### config.mk
export PLATFORM = sky130hd
export DESIGN_NAME = gcd_sched
export DESIGN_NICKNAME = d
export VERILOG_FILES = /design/src/rtl/gcd_pkg.sv /design/src/rtl/gcd_core.sv /design/src/rtl/gcd_sched.sv
export SDC_FILE = /design/constraint.sdc
export NUM_CORES = 1
export LEC_CHECK = 0
export BUFFER_PORTS_ARGS = -buffer_cell sky130_fd_sc_hd__buf_2
export CORE_MARGIN = 2
export CORE_UTILIZATION = 59
export DETAILED_ROUTE_END_ITERATION = 10
export PLACE_DENSITY_LB_ADDON = 0.1
export SETUP_SLACK_MARGIN = 0.1
export SLEW_MARGIN = 10
export SYNTH_ARGS = -nofsm -noshare
export SYNTH_HDL_FRONTEND = slang
export SYNTH_SLANG_ARGS = --single-unit
### constraint.sdc
create_clock -name clk -period 6.9 [get_ports clk]
set_input_delay 1.38 -clock clk [delete_from_list [all_inputs] [get_ports clk]]
set_output_delay 1.38 -clock clk [all_outputs]
set_load 0.005 [all_outputs]
### src/rtl/gcd_pkg.sv
// Shared types and constants for the shared GCD scheduler and its engine.
package gcd_pkg;

    localparam int GCD_WIDTH = 7;

    typedef enum logic [1:0] {
        ST_IDLE = 2'd0,
        ST_RUN  = 2'd1,
        ST_RESP = 2'd2
    } state_t;

    // Upper bound on engine steps for w-bit operands, terminating step included.
    function automatic int GCD_MAX_STEPS(input int w);
        return 2 * w + 1;
    endfunction

endpackage

### src/rtl/gcd_core.sv
// Binary (Stein) GCD engine, one reduction step per clock; start loads operands.
// Latency: done/result are combinational and valid as soon as a terminal rule matches.
// Backpressure: none; the engine freezes in its terminal state until the next start.
module gcd_core
    import gcd_pkg::*;
#(
    parameter int WIDTH = GCD_WIDTH
) (
    input  logic             clk,
    input  logic             rst_,
    input  logic             start,
    input  logic [WIDTH-1:0] a_in,
    input  logic [WIDTH-1:0] b_in,
    output logic             done,
    output logic [WIDTH-1:0] result
);

    localparam int KW = $clog2(WIDTH + 1);

    logic [WIDTH-1:0] a;
    logic [WIDTH-1:0] b;
    logic [WIDTH-1:0] diff;
    logic [KW-1:0]    k;

    always_comb begin
        done   = 1'b1;
        result = '0;
        if (a == '0) begin
            result = b << k;
        end else if (b == '0 || a == b) begin
            result = a << k;
        end else begin
            done = 1'b0;
        end
    end

    assign diff = (a > b) ? a - b : b - a;

    always_ff @(posedge clk or negedge rst_) begin
        if (!rst_) begin
            a <= '0;
            b <= '0;
            k <= '0;
        end else if (start) begin
            a <= a_in;
            b <= b_in;
            k <= '0;
        end else if (!done) begin
            case ({a[0], b[0]})
                2'b00: begin
                    a <= a >> 1;
                    b <= b >> 1;
                    k <= k + KW'(1);
                end
                2'b01:   a <= a >> 1;
                2'b10:   b <= b >> 1;
                default: begin
                    // Both odd: the difference is even, so halving it loses nothing.
                    a <= diff >> 1;
                    b <= (a < b) ? a : b;
                end
            endcase
        end
    end

endmodule

### src/rtl/gcd_sched.sv
// Round-robin scheduler sharing one gcd_core among NREQ requesters.
// Latency: rsp_valid rises S edges after the accept edge (S = engine steps, >= 1).
// Backpressure: a held response blocks all new accepts until rsp_ready.
module gcd_sched
    import gcd_pkg::*;
#(
    parameter int WIDTH = GCD_WIDTH,
    parameter int NREQ  = 4,
    parameter int IDW   = $clog2(NREQ)
) (
    input  logic                  clk,
    input  logic                  rst_,
    input  logic [NREQ-1:0]       req_valid,
    output logic [NREQ-1:0]       req_ready,
    input  logic [NREQ*WIDTH-1:0] req_a,
    input  logic [NREQ*WIDTH-1:0] req_b,
    output logic                  rsp_valid,
    input  logic                  rsp_ready,
    output logic [IDW-1:0]        rsp_id,
    output logic [WIDTH-1:0]      rsp_gcd,
    output logic                  busy
);

    state_t           state;
    state_t           state_nxt;
    logic [IDW-1:0]   ptr;
    logic [IDW-1:0]   id;
    logic [IDW-1:0]   grant;
    logic             accept;
    logic             core_done;
    logic [WIDTH-1:0] core_result;
    logic [WIDTH-1:0] sel_a;
    logic [WIDTH-1:0] sel_b;

    // First valid index at or after p, wrapping; lower offsets overwrite higher ones.
    function automatic logic [IDW-1:0] rr_pick(input logic [NREQ-1:0] v,
                                               input logic [IDW-1:0]  p);
        logic [IDW-1:0] sel;
        int             idx;
        sel = p;
        for (int n = NREQ - 1; n >= 0; n--) begin
            idx = (int'(p) + n) % NREQ;
            if (v[idx]) sel = IDW'(idx);
        end
        return sel;
    endfunction

    assign grant = rr_pick(req_valid, ptr);
    assign sel_a = req_a[int'(grant) * WIDTH +: WIDTH];
    assign sel_b = req_b[int'(grant) * WIDTH +: WIDTH];
    assign busy  = (state != ST_IDLE);

    always_ff @(posedge clk or negedge rst_) begin
        if (!rst_) state <= ST_IDLE;
        else       state <= state_nxt;
    end

    always_comb begin
        state_nxt = state;
        req_ready = '0;
        accept    = 1'b0;
        case (state)
            ST_IDLE: begin
                // Gate with reset so nothing looks accepted while the block is held.
                if (rst_ && |req_valid) begin
                    req_ready[grant] = 1'b1;
                    accept           = 1'b1;
                    state_nxt        = ST_RUN;
                end
            end
            ST_RUN:  if (core_done) state_nxt = ST_RESP;
            ST_RESP: if (rsp_ready) state_nxt = ST_IDLE;
            default: state_nxt = ST_IDLE;
        endcase
    end

    always_ff @(posedge clk or negedge rst_) begin
        if (!rst_) begin
            ptr       <= '0;
            id        <= '0;
            rsp_valid <= 1'b0;
            rsp_id    <= '0;
            rsp_gcd   <= '0;
        end else begin
            if (accept) begin
                ptr <= (grant == IDW'(NREQ - 1)) ? '0 : grant + 1'b1;
                id  <= grant;
            end
            if (state == ST_RUN && core_done) begin
                rsp_valid <= 1'b1;
                rsp_id    <= id;
                rsp_gcd   <= core_result;
            end else if (state == ST_RESP && rsp_ready) begin
                rsp_valid <= 1'b0;
            end
        end
    end

    gcd_core #(
        .WIDTH (WIDTH)
    ) u_core (
        .clk    (clk),
        .rst_   (rst_),
        .start  (accept),
        .a_in   (sel_a),
        .b_in   (sel_b),
        .done   (core_done),
        .result (core_result)
    );

endmodule

==> flow_summary.json <==
{
  "clk_pin_slew_ns": 0.07,
  "first_iter_violations": 284,
  "gp_congestion": 0.938,
  "clock_sinks": 33,
  "die_w_um": 76.3,
  "synthFlopType": "dfrtp_1",
  "synth_edf_count": 0,
  "setup_tns_ns": 0,
  "post_cts_buffers": 0,
  "grt_pass1_vias": 2860,
  "clock_latency_ns": 0.28,
  "p_switching_mw": 0.947,
  "portBuffers": 77,
  "status": "complete, no violations",
  "switching_share_pct": 50.5,
  "drtPass1Iterations": 4,
  "yosysTopAreaCellShare_pct": 26.8,
  "hp-start": "rsp_gcd[3]",
  "relSlewSlack_pct": 46.6,
  "ys_top_cells_by_area": "dfrtp_1 27%, mux2i_1 8.4%, ha_1 8.1%",
  "cts_buffer_depth": 2,
  "dieArea_mm2": 0.00582,
  "startpoint_type": "input pin",
  "power_frac_clock_pct": 7.8,
  "crit_buf_inv": 3,
  "p_comb_share_pct": 68.0,
  "fin_total_pwr_mw": 1.88,
  "fin_ws_ns": 2.25,
  "syn_area_mm2": 0.00308,
  "floorplan.initialDensity_pct": 60.8,
  "synth.net_count": 442,
  "critPathKind": "input pin to output pin",
  "r2r_cells": 9,
  "drc": 0,
  "cts_resized": 0,
  "critical_path.max_fanout": 15,
  "syn_avg_cell_area_um2": 8.64,
  "worstPathCellList": "buf_2 > nor2b_1 > a2111oi_0 > nand2b_1 > inv_1 > ha_1 > and2_1 > buf_2",
  "clock-root-buffer": "clkbuf_8",
  "dr_total_vias": 2900,
  "tightest_slew_ns": 0.798,
  "r2r_start": "u_core.b[3]",
  "io_pins": 78,
  "cts_hold_buf": 0,
  "min_period_ns": 4.65,
  "leakagePower_nw": 1.74,
  "finClkSkew_ns": 0.00335,
  "yosysWarnings": 0,
  "grt_max_degree": 36,
  "coreArea_mm2": 0.00507,
  "synthArstFlopShare_pct": 100,
  "antenna_found_initial": 0,
  "crit_slowest_cell": "nand2b_1",
  "hold_slack_ns": 0.476,
  "cp.required_ns": 5.52,
  "finalWirelength_um": 8000,
  "drv_cap": 0,
  "finalCritPeriodShare_pct": 67.3,
  "die_h_um": 76.3,
  "p_per_area_mw_per_mm2": 527,
  "pre_cts_ws_ns": 2.23,
  "drive_gt1_share_pct": 25.3,
  "min_delay_path_depth": 1,
  "path_delay_family": "simple AND/OR/NAND/NOR gates",
  "worstSetupEndpointType": "output pin",
  "pwr-share-seq_pct": 24.3,
  "hpwl_um": 6060,
  "ys_seq_elements": 33,
  "ff2ff_setup_slack_ns": 3.81,
  "wl_per_cell_um": 16.2,
  "maxSlewViolCount": 0,
  "hold_viol": 0,
  "r2r_end": "u_core.a[5]",
  "via_per_inst": 5.88,
  "min_path_type": "register to register",
  "synth.distinct_cells": 51,
  "slowest_delay_ns": 0.57,
  "cpMostUsedCell": "buf_2",
  "rsz0062_at_grt": "false",
  "p_int_mw": 0.928,
  "syn_inst": 357,
  "areaGrowthSynthToFinish_pct": 15.3,
  "holdPathEnd": "rsp_gcd[3]",
  "htreeDepth": 2,
  "numCtsBuffers": 5,
  "ant_nets": 0,
  "num_antenna_cells": 0,
  "yosysTopAreaCell": "dfrtp_1",
  "peakVddDrop_mv": 0.251,
  "setup_violations": 0,
  "synth_seq_area_share_pct": 26.8,
  "arrival_ns": 3.27,
  "finalNetCount": 507,
  "grt_pass1_wl_um": 13400,
  "fmax_mhz": 215,
  "nFillCells": 414,
  "track_usage_pct": 28.6,
  "core.rowCount": 26,
  "overflow": 0,
  "cts_tree": "built"
}
[per-stage QoR]
stage | std cells | utilization, % | instance area [µm²]
finish | 493 | 70.1 | 3560
detailed placement | 485 | 68.4 | 3470
CTS | 493 | 70.1 | 3560
global placement | 485 | 68.4 | 3470
floorplan | 357 | - | 3080
global route | 493 | 70.1 | 3560
[cells in the final DEF (no fill, tap or decap), drive strengths merged, types with 4 or more instances in the layout]
cell type | netlist | layout
a211oi | 4 | 4
a21o | 4 | 4
a21oi | 20 | 20
a22oi | 6 | 6
and2 | 7 | 7
buf | 7 | 78
clkbuf | 13 | 5
dfrtp | 33 | 33
ha | 20 | 20
inv | 20 | 20
mux2 | 7 | 7
mux2i | 26 | 26
mux4 | 10 | 10
nand2 | 56 | 56
nand2b | 5 | 5
nand3 | 8 | 8
nor2 | 16 | 16
nor2b | 6 | 6
nor3 | 4 | 4
o21ai | 31 | 31
o22ai | 4 | 4
o31ai | 6 | 6
xor2 | 4 | 4
[how the worst max path moves through the flow]
stage	startpoint	end	slack (ns)	depth (start not counted)
after floorplan	req_valid[0]	req_ready[3]	2.72	8
after global placement	req_valid[0]	req_ready[1]	2.30	8
after detailed placement	req_valid[0]	req_ready[0]	2.23	8
after CTS	req_valid[0]	req_ready[0]	2.22	8
after global routing	req_valid[0]	req_ready[1]	2.06	8
final	req_valid[0]	req_ready[1]	2.25	8
[kinds of logic (layout without fill, tap and decap cells)]
logic type               Yosys count  after routing  synth area share, %
flip-flops                        33             33                 26.8
adder cells (fa/ha/maj)           22             22                 9.41
buffers and inverters             40            106                 5.72
XOR/XNOR                           4              4                 1.14
AND/OR/NAND/NOR                  119            119                 18.2
AO/OA/AOI/OAI                     96             96                 20.4
multiplexers                      43             43                 18.4
[registers in the layout (all words and copies together) (netlist names)]
name	flops
state	2
rsp_id	2
u_core.b	7
u_core.a	7
rsp_gcd	7
rsp_valid	1
ptr	2
u_core.k	3
id	2
[metal layers]
layer	vias to the layer above	wire length (µm)	GRT usage, %
met5	-	0	0
met4	0	149	8.91
met3	10	604	5.81
met2	121	3840	49.3
met1	1334	3410	36.4
li1	1435	-	-
[synth_stat cells, types with 2 or more instances]
cell / n
nor2b_1: 6
xor2_1: 4
buf_4: 2
and3_1: 3
mux2_2: 6
nor4_1: 2
clkbuf_1: 13
a21o_1: 4
nand2b_1: 5
buf_2: 3
o31ai_1: 5
nor3_1: 4
o22ai_1: 4
nand3_1: 8
dfrtp_1: 33
a22oi_1: 6
ha_1: 20
fa_1: 2
o211ai_1: 3
or3_1: 3
nand4_1: 2
o21a_1: 2
a31oi_1: 3
o21ai_0: 29
buf_6: 2
nor2_1: 16
o221ai_1: 2
nand2_1: 56
mux2i_1: 26
o311ai_0: 3
or4_1: 2
and2_1: 7
inv_1: 20
a211oi_1: 4
a32o_1: 3
mux4_2: 10
a21oi_1: 20
[power groups by stage]
stage | logic, mW | registers (mW) | clock network (mW)
after floorplan | 1.05 | 0.376 | 0
after global placement | 1.23 | 0.444 | 0
after detailed placement | 1.26 | 0.453 | 0
after CTS | 1.27 | 0.451 | 0.147
after global routing | 1.42 | 0.472 | 0.155
final | 1.27 | 0.455 | 0.145
[final cells by class]
cell class	count	area (µm²)	area share [%]
multi-input combinational	284	2090	58.7
tap	70	87.6	2.46
sequential	33	826	23.2
timing repair buffer	78	393	11.0
clock inverter	3	17.5	0.493
inverter	20	75.1	2.11
clock buffer	5	68.8	1.94
No activity file was read; power rests on OpenSTA's default activity.
